==> config.mk <==
export PLATFORM = sky130hd
export DESIGN_NAME = pipemem_flat
export DESIGN_NICKNAME = d
export VERILOG_FILES = /design/src/rtl/pipemem_pkg.sv /design/src/rtl/pipemem_if.sv /design/src/rtl/pipemem_timer.sv /design/src/rtl/pipemem.sv /design/src/flat_wrapper.sv
export SDC_FILE = /design/constraint.sdc
export NUM_CORES = 1
export LEC_CHECK = 0
export CAP_MARGIN = 20
export CORE_AREA = 2 2 95 97
export DETAILED_ROUTE_END_ITERATION = 7
export DIE_AREA = 0 0 97 99
export PLACE_DENSITY = 0.86
export SLEW_MARGIN = 20
export SYNTH_ARGS = -nofsm -noshare
export SYNTH_HDL_FRONTEND = slang
export SYNTH_SLANG_ARGS = --single-unit
==> constraint.sdc <==
create_clock -name clock -period 2.5 [get_ports clock]
set_input_delay 0.5 -clock clock [delete_from_list [all_inputs] [get_ports clock]]
set_output_delay 0.5 -clock clock [all_outputs]
set_load 0.01 [all_outputs]
==> src/rtl/pipemem_pkg.sv <==
// pipe_pkg: shared datapath widths and the MEM-stage state encoding
package pipe_pkg;
  localparam int WORD_W = 32;
  localparam int RN_W = 5;
  typedef enum logic [1:0] {IDLE, WAIT, DONE} mem_state_t;
endpackage

==> src/rtl/pipemem_if.sv <==
// pipemem_if: data-memory port; master (MEM stage) drives req/we/addr/wdata and takes ack/rdata back
interface pipemem_if;
  import pipe_pkg::*;
  logic req, we, ack;
  logic [WORD_W-3:0] addr;
  logic [WORD_W-1:0] wdata, rdata;
  modport master(output req, we, addr, wdata, input ack, rdata);
  modport slave(input req, we, addr, wdata, output ack, rdata);
endinterface

==> src/rtl/pipemem_timer.sv <==
// pipemem_timer: wait counter (clock/reset/clr/load/en in, expired out); load starts at 1, expired once it reaches TIMEOUT
module pipemem_timer #(parameter int TIMEOUT = 15) (
  input  logic clock,
  input  logic reset,
  input  logic clr,
  input  logic load,
  input  logic en,
  output logic expired
);
  logic [7:0] cnt;
  always_ff @(posedge clock)
    if (reset || clr) cnt <= '0;
    else if (load) cnt <= 8'd1;
    else if (en) cnt <= cnt + 8'd1;
  assign expired = cnt == 8'(TIMEOUT);
endmodule

==> src/rtl/pipemem.sv <==
// pipemem: MEM stage; EX/MEM fields in (em*), MEM/WB fields out (m*), mstall upstream, dmem req/ack master port, sticky merr
module pipemem import pipe_pkg::*; #(parameter int TIMEOUT = 15) (
  input  logic              clock,
  input  logic              reset,
  input  logic              emwreg,
  input  logic              emm2reg,
  input  logic              emwmem,
  input  logic [WORD_W-1:0] emalu,
  input  logic [WORD_W-1:0] emb,
  input  logic [RN_W-1:0]   emrn,
  output logic              mwreg,
  output logic              mm2reg,
  output logic [WORD_W-1:0] mmo,
  output logic [WORD_W-1:0] malu,
  output logic [RN_W-1:0]   mrn,
  output logic              mstall,
  output logic              merr,
  pipemem_if.master         dmem
);
  mem_state_t state, nxt;
  logic memop, misal, go, fin, expired, abort, req;
  logic [WORD_W-1:0] mmo_r;
  assign memop = emm2reg | emwmem;
  assign misal = memop & (emalu[1:0] != 2'b00);
  assign go = state == IDLE && memop && !misal;
  assign fin = state == WAIT && (dmem.ack || expired);
  pipemem_timer #(.TIMEOUT(TIMEOUT)) u_timer (
    .clock,
    .reset,
    .clr(state == DONE),
    .load(go),
    .en(state == WAIT),
    .expired
  );
  always_ff @(posedge clock) state <= reset ? IDLE : nxt;
  always_comb nxt = go ? WAIT : fin ? DONE : state == WAIT ? WAIT : IDLE;
  always_comb begin
    mstall = go || state == WAIT;
    mwreg = mstall ? 1'b0 : state == DONE ? emwreg & ~abort : emwreg & ~misal;
    mm2reg = mstall ? 1'b0 : emm2reg;
    mmo = state == DONE && !abort ? mmo_r : '0;
  end
  always_ff @(posedge clock)
    if (reset) begin
      req <= 1'b0;
      abort <= 1'b0;
      merr <= 1'b0;
      mmo_r <= '0;
    end else begin
      req <= go || (state == WAIT && !fin);
      abort <= fin && !dmem.ack;
      merr <= merr || (state == IDLE && misal) || (fin && !dmem.ack);
      if (state == WAIT && dmem.ack) mmo_r <= emm2reg ? dmem.rdata : '0;
    end
  assign dmem.req = req;
  assign dmem.we = emwmem;
  assign dmem.addr = emalu[WORD_W-1:2];
  assign dmem.wdata = emb;
  assign malu = emalu;
  assign mrn = emrn;
endmodule

==> src/flat_wrapper.sv <==
// flat-port wrapper written by rule: the top's interface ports become plain ports
module pipemem_flat import pipe_pkg::*;
#(parameter int TIMEOUT = 15)
  (clock, reset, emwreg, emm2reg, emwmem, emalu, emb, emrn, mwreg, mm2reg, mmo, malu, mrn, mstall, merr, dmem_req, dmem_we, dmem_addr, dmem_wdata, dmem_ack, dmem_rdata);
  pipemem_if dmem_i ();
  input  logic clock;
  input  logic reset;
  input  logic emwreg;
  input  logic emm2reg;
  input  logic emwmem;
  input  logic [WORD_W-1:0] emalu;
  input  logic [WORD_W-1:0] emb;
  input  logic [RN_W-1:0] emrn;
  output logic mwreg;
  output logic mm2reg;
  output logic [WORD_W-1:0] mmo;
  output logic [WORD_W-1:0] malu;
  output logic [RN_W-1:0] mrn;
  output logic mstall;
  output logic merr;
  output wire logic [$bits(dmem_i.req)-1:0] dmem_req;
  output wire logic [$bits(dmem_i.we)-1:0] dmem_we;
  output wire logic [$bits(dmem_i.addr)-1:0] dmem_addr;
  output wire logic [$bits(dmem_i.wdata)-1:0] dmem_wdata;
  input wire logic [$bits(dmem_i.ack)-1:0] dmem_ack;
  input wire logic [$bits(dmem_i.rdata)-1:0] dmem_rdata;
  assign dmem_req = dmem_i.req;
  assign dmem_we = dmem_i.we;
  assign dmem_addr = dmem_i.addr;
  assign dmem_wdata = dmem_i.wdata;
  assign dmem_i.ack = dmem_ack;
  assign dmem_i.rdata = dmem_rdata;
  pipemem #(.TIMEOUT(TIMEOUT)) u_core (.clock(clock), .reset(reset), .emwreg(emwreg), .emm2reg(emm2reg), .emwmem(emwmem), .emalu(emalu), .emb(emb), .emrn(emrn), .mwreg(mwreg), .mm2reg(mm2reg), .mmo(mmo), .malu(malu), .mrn(mrn), .mstall(mstall), .merr(merr), .dmem(dmem_i));
endmodule
Word-level counts from Yosys, hierarchy flattened
Index checks and enable logic that the tools add are counted.
{"block": "word_totals", "wordCells": 51, "regBits": 45}
{"block": "op_classes", "n_eq_ne": 3, "bitwise_logic": 6, "muxes": 10, "reduce_logical": 23, "addsub": 1}
{"op": "two-way mux 32 bit", "count": 2}
{"op": "adder 8 x 1 -> 8 bit, second input constant", "count": 1}
{"op": "== test 8 x 4 -> 1 bit, second input constant", "count": 1}
{"op": "logical AND 1 bit", "count": 8}
{"op": "two-way mux 1 bit", "count": 7}
{"op": "logical OR 1 bit", "count": 6}
{"op": "zero test 1 bit", "count": 4}
{"op": "nonzero test 2 bit", "count": 2}
{"op": "OR reduction 2 bit", "count": 2}
{"op": "AND 1 bit", "count": 3}
{"op": "== test 2 x 1 -> 1 bit, second input constant", "count": 1}
{"op": "== test 2 bit, second input constant", "count": 1}
{"op": "zero test 2 bit", "count": 1}
{"op": "two-way mux 2 bit", "count": 1}
{"op": "NOT 1 bit", "count": 2}
{"op": "OR 1 bit", "count": 1}

Depth between registers and ports, before layout
{"block": "logic_depth", "depth_word": 6, "depth_mapped": 6, "mapped_depth_nobuf": 4}

Modules after synthesis
From an unflattened synthesis, not the netlist that was laid out.
{"block": "hier_totals", "hier_cells": 350, "hier_area_um2": 2813.9}
{"mod": "pipemem", "area_each_um2": 2462.4, "instances": 1, "seq_area_each_um2": 720.7, "cells_per_inst": 311}
{"mod": "pipemem_timer", "area_each_um2": 351.6, "instances": 1, "seq_area_each_um2": 160.2, "cells_per_inst": 39}

Least setup slack after synthesis
Ideal clock, no wire load.
{"block": "synth_path", "path_kind": "input port to output port", "startpoint": "input port emalu[1]", "endpoint": "output port mstall", "t_required_ps": 2000, "path_slack_ps": 697, "path_buffers": 0, "arrival_time_ps": 1303, "cell_stages": 3, "cell_sequence": "or2_2 > or3_1 > nand2_1"}
{"block": "synth_via", "elab_chain_cells": 5}
{"item": "start, declared", "line": "flat_wrapper.sv:11", "text": "input logic [WORD_W-1:0] emalu;"}
{"item": "nonzero test 2 bit", "line": "pipemem.sv:24", "text": "assign misal = memop & (emalu[1:0] != 2'b00);"}
{"item": "AND 1 bit", "line": "pipemem.sv:24"}
{"item": "zero test 1 bit", "line": "pipemem.sv:25", "text": "assign go = state == IDLE && memop && !misal;"}
{"item": "logical AND 1 bit", "line": "pipemem.sv:25"}
{"item": "logical OR 1 bit", "line": "pipemem.sv:38", "text": "mstall = go || state == WAIT;"}
{"item": "end, declared", "line": "flat_wrapper.sv:19", "text": "output logic mstall;"}
No other way between the ends.

Worst setup path in the final report
{"block": "layout_path", "startpoint": "input port emm2reg", "endpoint": "output port mwreg"}
{"block": "layout_via", "elab_chain_cells": 6}
{"item": "start, declared", "line": "flat_wrapper.sv:9", "text": "input logic emm2reg;"}
{"item": "OR 1 bit (*)", "line": "pipemem.sv:23", "text": "assign memop = emm2reg | emwmem;"}
{"item": "AND 1 bit", "line": "pipemem.sv:24"}
{"item": "NOT 1 bit / zero test 1 bit (equally long branches)", "line": "pipemem.sv:39, pipemem.sv:25"}
{"item": "AND 1 bit / logical AND 1 bit (equally long branches)", "line": "pipemem.sv:39, pipemem.sv:25"}
{"item": "two-way mux 1 bit / logical OR 1 bit (equally long branches)", "line": "pipemem.sv:39, pipemem.sv:38"}
{"item": "two-way mux 1 bit (*)", "line": "pipemem.sv:39", "text": "mwreg = mstall ? 1'b0 : state == DONE ? emwreg & ~abort : emwreg & ~misal;"}
{"item": "end, declared", "line": "flat_wrapper.sv:14", "text": "output logic mwreg;"}
Mark *: on every way between the ends. The rest lies on a longest branch, timed or not.

==> reports/metrics.yaml <==
max_clock_freq_ghz: 0.411
synth-async-reset-ratio_pct: 0
timing.critical_path.fanout_max: 14
postSynthRegisterBits: 44
timing.critical_path.required_ns: 2.00
die_area_sq_mm: 0.00960
fin_crit_ns: 2.43
grt_setup_unrepaired: "no"
wl_per_cell_um: 14.7
holdWs_ns: 0.449
seq_area_frac_synth_pct: 31.6
postSynthNetCount: 467
grt_pass1_wl_mm: 10.5
p_total_uw: 1310
p_leak_uw: 0.00111
finalNetCount: 452
syn_to_final_growth_pct: 12.2
final.period_utilization_pct: 97.3
antenna_cells: 0
setup-violations-final: 0
wl_mm: 6.63
power_density_mw_per_mm2: 419
timing.setup.critical_path_class: "input port to output pin"
timing.final.hold_violations: 0
tightestPinTransition_ns: 0.488
numClockSinks: 44
synth_largest_area_cell: "dfxtp_1"
grt_max_degree: 23
tritoncts.num_buffers: 5
routed_via_density: 4.90
synth_cell_type_count: 33
placementRows: 34
n_fill_cell: 859
worst_skew_pair.late_latency_ns: 0.29
first_iter_violations: 45
clock_tree_from_tritoncts: "done"
final_common_cell: "clkdlybuf4s50_1"
post_synthesis_compound_gate_area_fraction_pct: 10.8
layout-drive-gt1-share_pct: 9.36
worst_slew_margin_rel_pct: 67.2
r2r_cells: 5
worst_hold_path.num_cells: 2
postSynth.topFlopCell: "dfxtp_1"
port_buffers: 79
syn-mean-instance-area_sq_um: 7.77
dp.final_hpwl_mm: 4.94
first_global_vias: 2183
fin_util_pct: 36.6
fp.dieH_um: 99
start_util_pct: 32.6
synth-simple-area-share_pct: 25.3
synth-edff-count: 0
synth_fa_ha_area_share_pct: 0.449
pin_count: 244
share_comb_of_total_power_pct: 14.3
switching_power_uw: 313
yosys.area.top_type_share_pct: 31.6
grt_util_all_layers_pct: 13.4
worst-endpoint-arrival_ns: 1.93
final_cell_mix: "76 x clkdlybuf4s50_1, 43 x dfxtp_1, 38 x a21oi_1"
path_clk_slew_ns: 0.07
ant_nets: 0
drt-pass1-iter-count: 4
cts_h_tree_lvls: 2
internal_power_uw: 998
maxCapViolations: 0
floorplan.core_area_sq_mm: 0.00855
yosys.area_share.xor_xnor_pct: 0.943
min-delay-path-class: "register to register"
clockBufferDepth: 2
yosys-top-cells-area: "dfxtp_1 32%, buf_4 27%, and2_1 7.6%"
place_congestion: 0.822
power.sequential.fraction_pct: 54.9
startpoint_type: "input port"
yosys_warnings: 0
muxShareOfSynthArea_pct: 0.359
cts_setup_buffers: 0
instances_no_fill: 450
placed_cells_incl_taps: 444
end_kind: "output pin"
outcome: "completed"
slew_viol_final: 0
clk_root_buffer_cell: "clkbuf_8"
dominant_combinational_cell_family_by_area_after_synthesis: "buffers and inverters"
swShare_pct: 23.9
synthesis.area_sq_mm: 0.00279
grt_overflow_total: 0
power.share.clock_pct: 30.8
drc_errors: 0
power.ir.vdd_worst_mv: 0.179
chipWidth_um: 97
postSynthCellCount: 359
antenna_found_initial: 0
vias: 2204
clock_skew_ns: 0.00736
-- power by group through the flow --
stage	Clock (uW)	Sequential (uW)	Combinational (uW)
3_5_place_dp	0	737	189
6_report	404	720	187
5_1_grt	449	722	204
2_1_floorplan	0	735	233
4_1_cts	426	720	187
3_3_place_gp	0	736	185
-- cells by family after synthesis --
family	count (synthesis)
AOI/OAI and AO/OA	52
xor gates and xnor gates	3
adders and majority gates	1
buffers and inverters	125
DFF	44
muxes	1
and+or+nand+nor	133
-- synthesized netlist by cell type, drive strengths merged (3+ instances only) --
library cell and count:
and2 34, inv 4, or3 4, nand2b 4, nand3 34, o21ai 3, a21oi 38, nand3b 3
buf 106, clkbuf 15, nor2 7, nand2 36, nor3 3, dfxtp 44
-- timing repair --
| action | in CTS | in global routing |
|---|---|---|
| endpoints found under the setup margin | 6 | 34 |
| cloned | 0 | 1 |
| resized for setup | 5 | 6 |
| hold buffers | 0 | 0 |
-- final cells by class --
class                      count  area [sq um]  share of cell area [%]
timing repair buffer          99           956                    30.6
tap                          108           135                    4.32
inverter                       4          15.0                   0.480
sequential                    44           882                    28.2
multi-input combinational    190          1070                    34.2
clock buffer                   5          68.8                    2.20
-- sequential cells by signal, summed over array words and instances (netlist names) --
signal	flops
u_core.mmo_r	32
u_core.state	2
u_core.merr	1
u_core.u_timer.cnt	8
u_core.abort	1
-- stage by stage --
step	setup slack (ns)	setup TNS [ns]	instance area (sq um)
3_5_place_dp	-0.218	-0.592	3030
2_1_floorplan	0.697	0	2790
3_3_place_gp	-0.211	-0.493	3030
5_1_grt	0.00787	0	3130
6_report	0.0675	0	3130
4_1_cts	0.0173	0	3100
-- worst max-delay path: stages --
cell and delay, ns:
clkdlybuf4s50_1 0.45, buf_12 0.17, o22a_1 0.24, a211oi_1 0.25
dlygate4sd2_1 0.31
-- path summary, 6_finish.rpt --
kind               startpoint          endpoint  slack (ns)
min          u_core.mmo_r[10]  u_core.mmo_r[10]        0.45
max                   emm2reg             mwreg        0.07
max reg2reg   u_core.state[0]  u_core.mmo_r[31]        0.99
min reg2reg  u_core.mmo_r[10]  u_core.mmo_r[10]        0.45
-- layer usage --
metal	vias up	part of all wire (%)	GRT usage, %
li1	1046	-	-
met1	1019	40	15.3
met2	100	48	22.2
met3	39	7.3	4.40
met4	0	4.4	7.48
met5	-	0	0
Power figures use the tool's default switching activity.
